[src/rtl/conv_maxpool_if.sv]
// -----------------------------------------------------------------------------
// conv_maxpool_if
// Handshake and memory-bus bundle of the max-pool stage.
//   start     request from the convolution stage
//   busy      pool operation in progress
//   done      one-cycle completion pulse
//   crd       read strobe,  caddr_rd read address,  cdata_rd read data
//   cwr       write strobe, caddr_wr write address, cdata_wr write data
//   csel      memory select (001 L0 read, 011 L1 write, 101 L2 write)
// Modports:
//   master  the pooling engine (drives the memory bus)
//   slave   the environment (memories + upstream stage)
// -----------------------------------------------------------------------------
interface conv_maxpool_if #(
    parameter int DW = 20,
    parameter int AW = 12
);
    logic          start;
    logic          busy;
    logic          done;
    logic          crd;
    logic [AW-1:0] caddr_rd;
    logic [DW-1:0] cdata_rd;
    logic          cwr;
    logic [AW-1:0] caddr_wr;
    logic [DW-1:0] cdata_wr;
    logic [2:0]    csel;

    modport master (
        input  start, cdata_rd,
        output busy, done, crd, caddr_rd, cwr, caddr_wr, cdata_wr, csel
    );

    modport slave (
        output start, cdata_rd,
        input  busy, done, crd, caddr_rd, cwr, caddr_wr, cdata_wr, csel
    );
endinterface

[src/rtl/conv_maxpool.sv]
// -----------------------------------------------------------------------------
// conv_maxpool
// 2x2 stride-2 max-pool of an IMG_W x IMG_W signed feature map held in L0
// memory, writing the (IMG_W/2)^2 result to L1 memory.
// Ports:
//   clk    rising-edge clock
//   reset  synchronous active-low reset
//   bus    conv_maxpool_if.master: start/busy/done handshake plus the
//          crd/cwr memory bus and csel
// Parameters: IMG_W (power of 2, >= 4), DW data width, AW address width.
// Build option: define MAXPOOL_FLAT_EN to add a FLAT state after WR that
// mirrors every pooled word into L2 memory (csel 3'b101) at the same index.
// -----------------------------------------------------------------------------
module conv_maxpool #(
    parameter int IMG_W = 64,
    parameter int DW    = 20,
    parameter int AW    = 12
) (
    input  logic           clk,
    input  logic           reset,
    conv_maxpool_if.master bus
);
    localparam int OW = IMG_W / 2;
    localparam int CW = $clog2(OW);
    localparam int LW = $clog2(IMG_W);
    localparam logic [CW-1:0] LAST = CW'(OW - 1);

    typedef enum logic [3:0] {
        S_IDLE, S_RD0, S_RD1, S_RD2, S_RD3, S_WAIT, S_WR,
`ifdef MAXPOOL_FLAT_EN
        S_FLAT,
`endif
        S_FIN
    } state_t;

    state_t state_q, state_d;
    logic [CW-1:0] row_q, row_d;
    logic [CW-1:0] col_q, col_d;
    logic signed [DW-1:0] max_q, max_new;

    logic          busy_q, busy_d;
    logic          done_q, done_d;
    logic          crd_q, crd_d;
    logic          cwr_q, cwr_d;
    logic [AW-1:0] caddr_rd_q, caddr_rd_d;
    logic [AW-1:0] caddr_wr_q, caddr_wr_d;
    logic [DW-1:0] cdata_wr_q, cdata_wr_d;
    logic [2:0]    csel_q, csel_d;

    logic [AW-1:0] rd_base;
    logic [AW-1:0] wr_idx;

    // Outputs are registered, so addresses are formed from the counters the
    // next state will see.
    assign rd_base = (AW'(row_d) << (LW + 1)) + (AW'(col_d) << 1);
    assign wr_idx  = (AW'(row_d) << CW) + AW'(col_d);

    // Word returned during RD1 is the first of the window and loads the
    // running max unconditionally; later words replace it only if strictly
    // greater, so ties keep the held value.
    always_comb begin
        max_new = max_q;
        if (state_q == S_RD1) begin
            max_new = bus.cdata_rd;
        end else if ($signed(bus.cdata_rd) > max_q) begin
            max_new = bus.cdata_rd;
        end
    end

    // State and counter register
    always_ff @(posedge clk) begin
        if (!reset) begin
            state_q <= S_IDLE;
            row_q   <= '0;
            col_q   <= '0;
        end else begin
            state_q <= state_d;
            row_q   <= row_d;
            col_q   <= col_d;
        end
    end

    // Next-state and counter logic
    always_comb begin
        state_d = state_q;
        row_d   = row_q;
        col_d   = col_q;
        case (state_q)
            S_IDLE: if (bus.start) state_d = S_RD0;
            S_RD0:  state_d = S_RD1;
            S_RD1:  state_d = S_RD2;
            S_RD2:  state_d = S_RD3;
            S_RD3:  state_d = S_WAIT;
            S_WAIT: state_d = S_WR;
`ifdef MAXPOOL_FLAT_EN
            S_WR:   state_d = S_FLAT;
            S_FLAT: begin
`else
            S_WR: begin
`endif
                if (row_q == LAST && col_q == LAST) begin
                    state_d = S_FIN;
                    row_d   = '0;
                    col_d   = '0;
                end else begin
                    state_d = S_RD0;
                    if (col_q == LAST) begin
                        col_d = '0;
                        row_d = row_q + 1'b1;
                    end else begin
                        col_d = col_q + 1'b1;
                    end
                end
            end
            S_FIN: begin
                state_d = S_IDLE;
                row_d   = '0;
                col_d   = '0;
            end
            default: state_d = S_IDLE;
        endcase
    end

    // Output logic, decoded from the state being entered
    always_comb begin
        busy_d     = 1'b0;
        done_d     = 1'b0;
        crd_d      = 1'b0;
        cwr_d      = 1'b0;
        csel_d     = 3'b000;
        caddr_rd_d = caddr_rd_q;
        caddr_wr_d = caddr_wr_q;
        cdata_wr_d = cdata_wr_q;
        case (state_d)
            S_RD0, S_RD1, S_RD2, S_RD3: begin
                busy_d = 1'b1;
                crd_d  = 1'b1;
                csel_d = 3'b001;
                case (state_d)
                    S_RD0:   caddr_rd_d = rd_base;
                    S_RD1:   caddr_rd_d = rd_base + AW'(1);
                    S_RD2:   caddr_rd_d = rd_base + AW'(IMG_W);
                    default: caddr_rd_d = rd_base + AW'(IMG_W + 1);
                endcase
            end
            S_WAIT: busy_d = 1'b1;
            S_WR: begin
                busy_d     = 1'b1;
                cwr_d      = 1'b1;
                csel_d     = 3'b011;
                caddr_wr_d = wr_idx;
                // Entered from WAIT: the fourth word is on cdata_rd now.
                cdata_wr_d = max_new;
            end
`ifdef MAXPOOL_FLAT_EN
            S_FLAT: begin
                // Address and data are held from WR.
                busy_d = 1'b1;
                cwr_d  = 1'b1;
                csel_d = 3'b101;
            end
`endif
            S_FIN: done_d = 1'b1;
            default: ;
        endcase
    end

    // Output and datapath registers
    always_ff @(posedge clk) begin
        if (!reset) begin
            busy_q     <= 1'b0;
            done_q     <= 1'b0;
            crd_q      <= 1'b0;
            cwr_q      <= 1'b0;
            caddr_rd_q <= '0;
            caddr_wr_q <= '0;
            cdata_wr_q <= '0;
            csel_q     <= 3'b000;
            max_q      <= '0;
        end else begin
            busy_q     <= busy_d;
            done_q     <= done_d;
            crd_q      <= crd_d;
            cwr_q      <= cwr_d;
            caddr_rd_q <= caddr_rd_d;
            caddr_wr_q <= caddr_wr_d;
            cdata_wr_q <= cdata_wr_d;
            csel_q     <= csel_d;
            if (state_q inside {S_RD1, S_RD2, S_RD3, S_WAIT}) begin
                max_q <= max_new;
            end
        end
    end

    assign bus.busy     = busy_q;
    assign bus.done     = done_q;
    assign bus.crd      = crd_q;
    assign bus.cwr      = cwr_q;
    assign bus.caddr_rd = caddr_rd_q;
    assign bus.caddr_wr = caddr_wr_q;
    assign bus.cdata_wr = cdata_wr_q;
    assign bus.csel     = csel_q;
endmodule

[src/flat_wrapper.sv]
// flat-port wrapper written by rule: the top's interface ports become plain ports
module conv_maxpool_flat 
#(
    parameter int IMG_W = 64,
    parameter int DW    = 20,
    parameter int AW    = 12
)
  (clk, reset, bus_start, bus_cdata_rd, bus_busy, bus_done, bus_crd, bus_caddr_rd, bus_cwr, bus_caddr_wr, bus_cdata_wr, bus_csel);
  conv_maxpool_if #(.DW(DW), .AW(AW)) bus_i ();
  input  logic clk;
  input  logic reset;
  input wire logic [$bits(bus_i.start)-1:0] bus_start;
  input wire logic [$bits(bus_i.cdata_rd)-1:0] bus_cdata_rd;
  output wire logic [$bits(bus_i.busy)-1:0] bus_busy;
  output wire logic [$bits(bus_i.done)-1:0] bus_done;
  output wire logic [$bits(bus_i.crd)-1:0] bus_crd;
  output wire logic [$bits(bus_i.caddr_rd)-1:0] bus_caddr_rd;
  output wire logic [$bits(bus_i.cwr)-1:0] bus_cwr;
  output wire logic [$bits(bus_i.caddr_wr)-1:0] bus_caddr_wr;
  output wire logic [$bits(bus_i.cdata_wr)-1:0] bus_cdata_wr;
  output wire logic [$bits(bus_i.csel)-1:0] bus_csel;
  assign bus_i.start = bus_start;
  assign bus_i.cdata_rd = bus_cdata_rd;
  assign bus_busy = bus_i.busy;
  assign bus_done = bus_i.done;
  assign bus_crd = bus_i.crd;
  assign bus_caddr_rd = bus_i.caddr_rd;
  assign bus_cwr = bus_i.cwr;
  assign bus_caddr_wr = bus_i.caddr_wr;
  assign bus_cdata_wr = bus_i.cdata_wr;
  assign bus_csel = bus_i.csel;
  conv_maxpool #(.IMG_W(IMG_W), .DW(DW), .AW(AW)) u_core (.clk(clk), .reset(reset), .bus(bus_i));
endmodule
[config.mk]
export PLATFORM = sky130hd
export DESIGN_NAME = conv_maxpool_flat
export DESIGN_NICKNAME = d
export VERILOG_FILES = /design/src/rtl/conv_maxpool_if.sv /design/src/rtl/conv_maxpool.sv /design/src/flat_wrapper.sv
export SDC_FILE = /design/constraint.sdc
export NUM_CORES = 1
export LEC_CHECK = 0
export CELL_PAD_IN_SITES_DETAIL_PLACEMENT = 0
export CELL_PAD_IN_SITES_GLOBAL_PLACEMENT = 2
export CORE_UTILIZATION = 34
export DETAILED_ROUTE_END_ITERATION = 8
export GPL_TIMING_DRIVEN = 0
export MAX_ROUTING_LAYER = met4
export PLACE_DENSITY_LB_ADDON = 0.1
export SLEW_MARGIN = 25
export SYNTH_ARGS = -nofsm -noshare
export SYNTH_HDL_FRONTEND = slang
export SYNTH_SLANG_ARGS = --single-unit
[constraint.sdc]
create_clock -name clk -period 4.6 [get_ports clk]
set_input_delay 0.46 -clock clk [delete_from_list [all_inputs] [get_ports clk]]
set_output_delay 0.46 -clock clk [all_outputs]
set_load 0.05 [all_outputs]
; ---- Word level (Yosys, flattened, before mapping)
; Index checks and enable logic that the tools add are counted.
[word_totals]
regBits = 85
in_bits = 23
output_inout_bits = 51
word_cells = 58
[classes]
addsub = 7
n_lt_le_gt_ge = 1
n_eq_ne = 16
mux = 17
n_reduce_logical = 5
[op_table]
columns = op, count
row1 = 2-to-1 mux 20 bit, 2
row2 = case mux 12 bit (3 select lines), 1
row3 = equality test 4 x 3 -> 1 bit (second input constant), 8
row4 = case mux 4 bit (7 select lines), 1
row5 = adder 12 x 7 -> 12 bit (second input constant), 2
row6 = greater-than comparator 20 bit, 1
row7 = 2-to-1 mux 5 bit, 4
row8 = case mux 5 bit (2 select lines), 2
row9 = equality test 4 x 2 -> 1 bit (second input constant), 4
row10 = adder 12 x 1 -> 12 bit (second input constant), 1
row11 = adder 12 x 6 -> 12 bit, 1
row12 = adder 10 x 5 -> 11 bit, 1
row13 = adder 5 x 1 -> 5 bit (second input constant), 2
row14 = equality test 5 bit (second input constant), 2
row15 = equality test 4 x 1 -> 1 bit (second input constant), 2
row16 = OR reduction 6 bit, 1
row17 = logical NOT 4 bit, 1
row18 = 2-to-1 mux 1 bit, 4
row19 = 2-to-1 mux 4 bit, 1
row20 = case mux 2 bit (2 select lines), 1
row21 = nonzero test 4 bit, 1
row22 = OR reduction 4 bit, 1
row23 = 2-to-1 mux 3 bit, 1
row24 = logical AND 1 bit, 1

; ---- Longest topological paths before layout
[depth]
depth_word = 7
mapped_depth = 9
ltp_nobuf = 9

; ---- Worst setup path after synthesis
; No wires, ideal clock.
[synth_path]
path_kind = input-to-reg
startpoint = input port bus_cdata_rd[19]
endpoint = register u_core.max_q[0]
setup_ns = 0.072
arrival_time_ns = 2.258
t_required_ns = 4.528
path_slack_ns = 2.270
path_stages = 8
path_buffers = 1
cell_sequence = ha_1 nand4_2 nor4_4 o21ai_2 and4_1 nor3_2 buf_6 mux2i_1
[synth_via]
elab_chain_cells = 3
[synth_lines]
columns = element, line
row1 = from (decl), flat_wrapper.sv:13  ; input wire logic [$bits(bus_i.cdata_rd)-1:0] bus_cdata_rd;
row2 = greater-than comparator 20 bit, conv_maxpool.sv:65  ; end else if ($signed(bus.cdata_rd) > max_q) begin
row3 = 2-to-1 mux 20 bit, conv_maxpool.sv:65
row4 = 2-to-1 mux 20 bit, conv_maxpool.sv:63  ; if (state_q == S_RD1) begin
row5 = to (signal assigned), conv_maxpool.sv:190  ; max_q <= max_new;
row6 = to (decl), conv_maxpool.sv:39  ; logic signed [DW-1:0] max_q, max_new;
; No other way between the ends.
; A chain may end at the register's enable or synchronous reset.

; ---- Worst setup path in the final report
[layout_path]
startpoint = input port bus_cdata_rd[19]
endpoint = register u_core.cdata_wr_q[15], in the netlist u_core.bus.cdata_wr[15]
[layout_via]
elab_chain_cells = 3
[layout_lines]
columns = element, line
row1 = greater-than comparator 20 bit, conv_maxpool.sv:65
row2 = 2-to-1 mux 20 bit, conv_maxpool.sv:65
row3 = 2-to-1 mux 20 bit, conv_maxpool.sv:63
row4 = to (signal assigned), conv_maxpool.sv:187  ; cdata_wr_q <= cdata_wr_d;
row5 = to (decl), conv_maxpool.sv:47  ; logic [DW-1:0] cdata_wr_q, cdata_wr_d;
; No other way between the ends.

==> results.txt <==
Startpoint class of the critical path - primary input
Hpwl dp - 8340 µm
Period minus WS final - 2900 ps
Largest net degree at the start of global routing - 14
Root buffer cell - clkbuf_16
Period utilization - 63.0%
CORE AREA - 11600 µm²
Slowest CP cell - clkdlybuf4s50_1
Pins Over Slew Limit - 0
Die area - 12600 µm²
Clk sinks - 81
RSZ-0062 raised after global routing - no
First-pass GRT wire length - 18800 µm
Crit path max-delay family - simple AND/OR/NAND/NOR gates
Yosys top cell by area - dfxtp_1
Final Hold Fails - 0
Via Count - 3753
Clock Pin Slew Worst Setup and Hold Paths - 60 ps
GRT Resource Usage Total - 19.7%
CTS resizes - 0
Synth Warn # - 0
# port buffers - 69
TritonRoute pass-1 iters - 8
Run status - complete, but fails checks
Worst endpoint required time - 4790 ps
Max incr delay on CP - 460 ps
DRC - 5
Grt total ovfl - 0
CTS H-Tree Depth - 3
Hold EP - u_core.max_q[9]
Cell Pwr Density - 311 nW/µm²
CTS Buf Count - 9
Crit-path max FO - 10
Mapped cell area - 4130 µm²
Crit path DAT - 3090 ps
Setup TNS - 0 ps
Max Clock Freq - 345 MHz
Die W - 112 µm
Routed wire length per instance - 16.5 µm
Hold depth - 2
Synth area leaders - dfxtp_1, ha_1, mux2i_1, nand2_1, o31ai_1
Number of global-route vias before repair - 3582
Final setup margin - 1700 ps
# fillers - 1185
Post-synthesis sequential area ratio - 39.3%
R2r worst-path depth - 9
Vias per Instance - 5.30
Die Y - 112 µm
Syn Inst Count - 478
Worst setup EP type - flip-flop
Net count, final - 608
Total wire length - 11700 µm
GP Congestion - 0.784
Num rows - 39
Ports - 74
Starting Density - 35.5%
Most used DFF post-synth - dfxtp_1
Number of flops mapped to enable cells by yosys - 0
CP Class - in2reg
Final setup fails - 0
CTS tree - done
Final Skew - 3.98 ps
Initial antenna violation count - 0
Netlist cell types - 52
Clk Latency, worst-skew pair - 340 ps
Area share of the largest cell type after synthesis - 39.3%
Reg2Reg Setup Slack - 1790 ps
Antenna viol nets, final - 0
Worst-margin pin slew - 1030 ps
DR iter-0 viols - 191
Post-CTS setup buffers - 0
Worst path cell trace - clkdlybuf4s50_1 > ha_1 > nand4_2 > nor4_4 > o21ai_2 > a311o_1 > clkbuf_1 > nand4_1 > a31oi_1
Leakage power - 2.00 nW
Worst reg2reg startpoint - u_core.row_q[0]
Violated checks - DRC
Register bit total from synthesis - 81
Area growth syn-to-layout - 28.9%
Slew headroom - 31.1%
Share of layout cells above drive strength 1 - 6.55%
MaxCap Viol Count - 0
CP bufs+invs - 2
Ant diodes - 0
Fraction of registers with async set/reset - 0%
Hold_sp - u_core.max_q[9]
CTS Hold Bufs - 0
Synthesized area per cell - 8.63 µm²
FF-to-FF End - u_core.bus.caddr_rd[5]
VDD IR-drop max - 238 µV
Clk buf depth - 2
Hold/Removal Path Class - reg2reg
Dpl ws - 1380 ps
==> worst max-delay path by stage <==
stage | from | to | cells past startpoint
2_1_floorplan | bus_cdata_rd[19] | u_core.max_q[0] | 8
3_3_place_gp | bus_cdata_rd[19] | u_core.bus.cdata_wr[14] | 9
3_5_place_dp | bus_cdata_rd[19] | u_core.bus.cdata_wr[15] | 9
4_1_cts | bus_cdata_rd[19] | u_core.bus.cdata_wr[15] | 9
5_1_grt | bus_cdata_rd[19] | u_core.bus.cdata_wr[19] | 9
6_report | bus_cdata_rd[19] | u_core.bus.cdata_wr[15] | 9
==> worst min-delay path: stages (launching register included) <==
cell and delay (ps):
dfxtp_1 320, nand2_1 50, mux2i_1 50
==> layer usage <==
metal / global-route usage, % / routed length [µm] / vias to the layer above
met5: - / 0 / -
met4: 6.31 / 175 / 0
met3: 3.24 / 361 / 16
met2: 34.5 / 5890 / 75
met1: 23.1 / 5240 / 1785
li1: - / - / 1877
==> final cells by class <==
cell class | instances | area [µm²] | area share (%)
Buffer | 43 | 218 | 4.09
Clock buffer | 10 | 229 | 4.31
Clock inverter | 5 | 81.3 | 1.53
Inverter | 25 | 93.8 | 1.76
Multi-Input combinational cell | 332 | 2200 | 41.5
Sequential cell | 81 | 1620 | 30.5
Tap cell | 143 | 179 | 3.36
Timing Repair Buffer | 69 | 691 | 13.0
==> cells in the mapped netlist, types with 9 or more instances <==
master / instances
a31oi_1: 21
inv_1: 25
o21ai_0: 27
nor2_1: 31
clkbuf_1: 27
dfxtp_1: 81
nand4_1: 24
and2_1: 9
mux2i_1: 30
nand2_1: 54
a211oi_1: 10
o31ai_1: 21
a21oi_1: 19
ha_1: 24
==> sequential cells by signal, summed over array words and instances, names as in the netlist <==
| signal | flops |
|---|---|
| u_core.bus.busy | 1 |
| u_core.bus.caddr_rd | 12 |
| u_core.bus.caddr_wr | 10 |
| u_core.bus.cdata_wr | 20 |
| u_core.bus.crd | 1 |
| u_core.bus.csel | 1 |
| u_core.bus.cwr | 1 |
| u_core.bus.done | 1 |
| u_core.col_q | 5 |
| u_core.max_q | 20 |
| u_core.row_q | 5 |
| u_core.state_q | 4 |
==> layout by cell type (no fill, tap or decap), types with 2 or more instances in the layout <==
cell type	netlist	final
ha_1	24	24
o31ai_1	21	21
mux2i_1	30	30
or3_1	3	3
o21bai_1	2	2
clkbuf_1	27	28
a211oi_1	10	10
clkdlybuf4s50_1	0	69
a21oi_1	19	19
and2_1	9	9
inv_1	25	25
xnor2_1	2	2
nand3_1	3	3
buf_6	4	4
dfxtp_1	81	81
nand2b_1	3	3
nand3b_1	2	2
o21ai_0	27	27
a21o_1	2	2
nand4_1	24	24
a31oi_1	21	21
conb_1	1	4
buf_4	5	5
bufinv_16	0	2
o21ai_1	6	6
nor3b_1	2	2
nor2_1	31	31
clkbuf_16	0	9
and3_1	5	5
nor3_1	6	6
nand2_1	54	54
buf_2	6	6
==> cells by family (layout without fill, tap and decap cells) <==
| family | after synthesis | in the layout | share of synthesized area [%] |
|---|---|---|---|
| buf+inv | 68 | 152 | 7.55 |
| other cells | 1 | 4 | 0.0909 |
| xor+xnor | 2 | 2 | 0.425 |
| fa+ha+maj | 24 | 24 | 7.28 |
| simple gates | 154 | 154 | 19.6 |
| mux | 30 | 30 | 7.28 |
| flops | 81 | 81 | 39.3 |
| compound gates | 118 | 118 | 18.5 |
==> where the power goes <==
part           total (mW)  switching, mW  internal (mW)
combinational       0.170          0.106         0.0643
clock               0.767          0.294          0.473
sequential          0.715        0.00507          0.710
total                1.65          0.405           1.25
==> through the flow <==
step	hold WS, ps	power (mW)	area [µm²]	utilization [%]	std cells
finish	475	1.65	5320	45.8	708
global route	497	1.72	5320	45.8	708
CTS	478	1.68	5320	45.8	708
detailed placement	468	0.902	5010	43.1	693
global placement	458	0.901	5010	43.1	693
floorplan	448	0.838	4140	-	481
(Power assumes the default switching activity.)
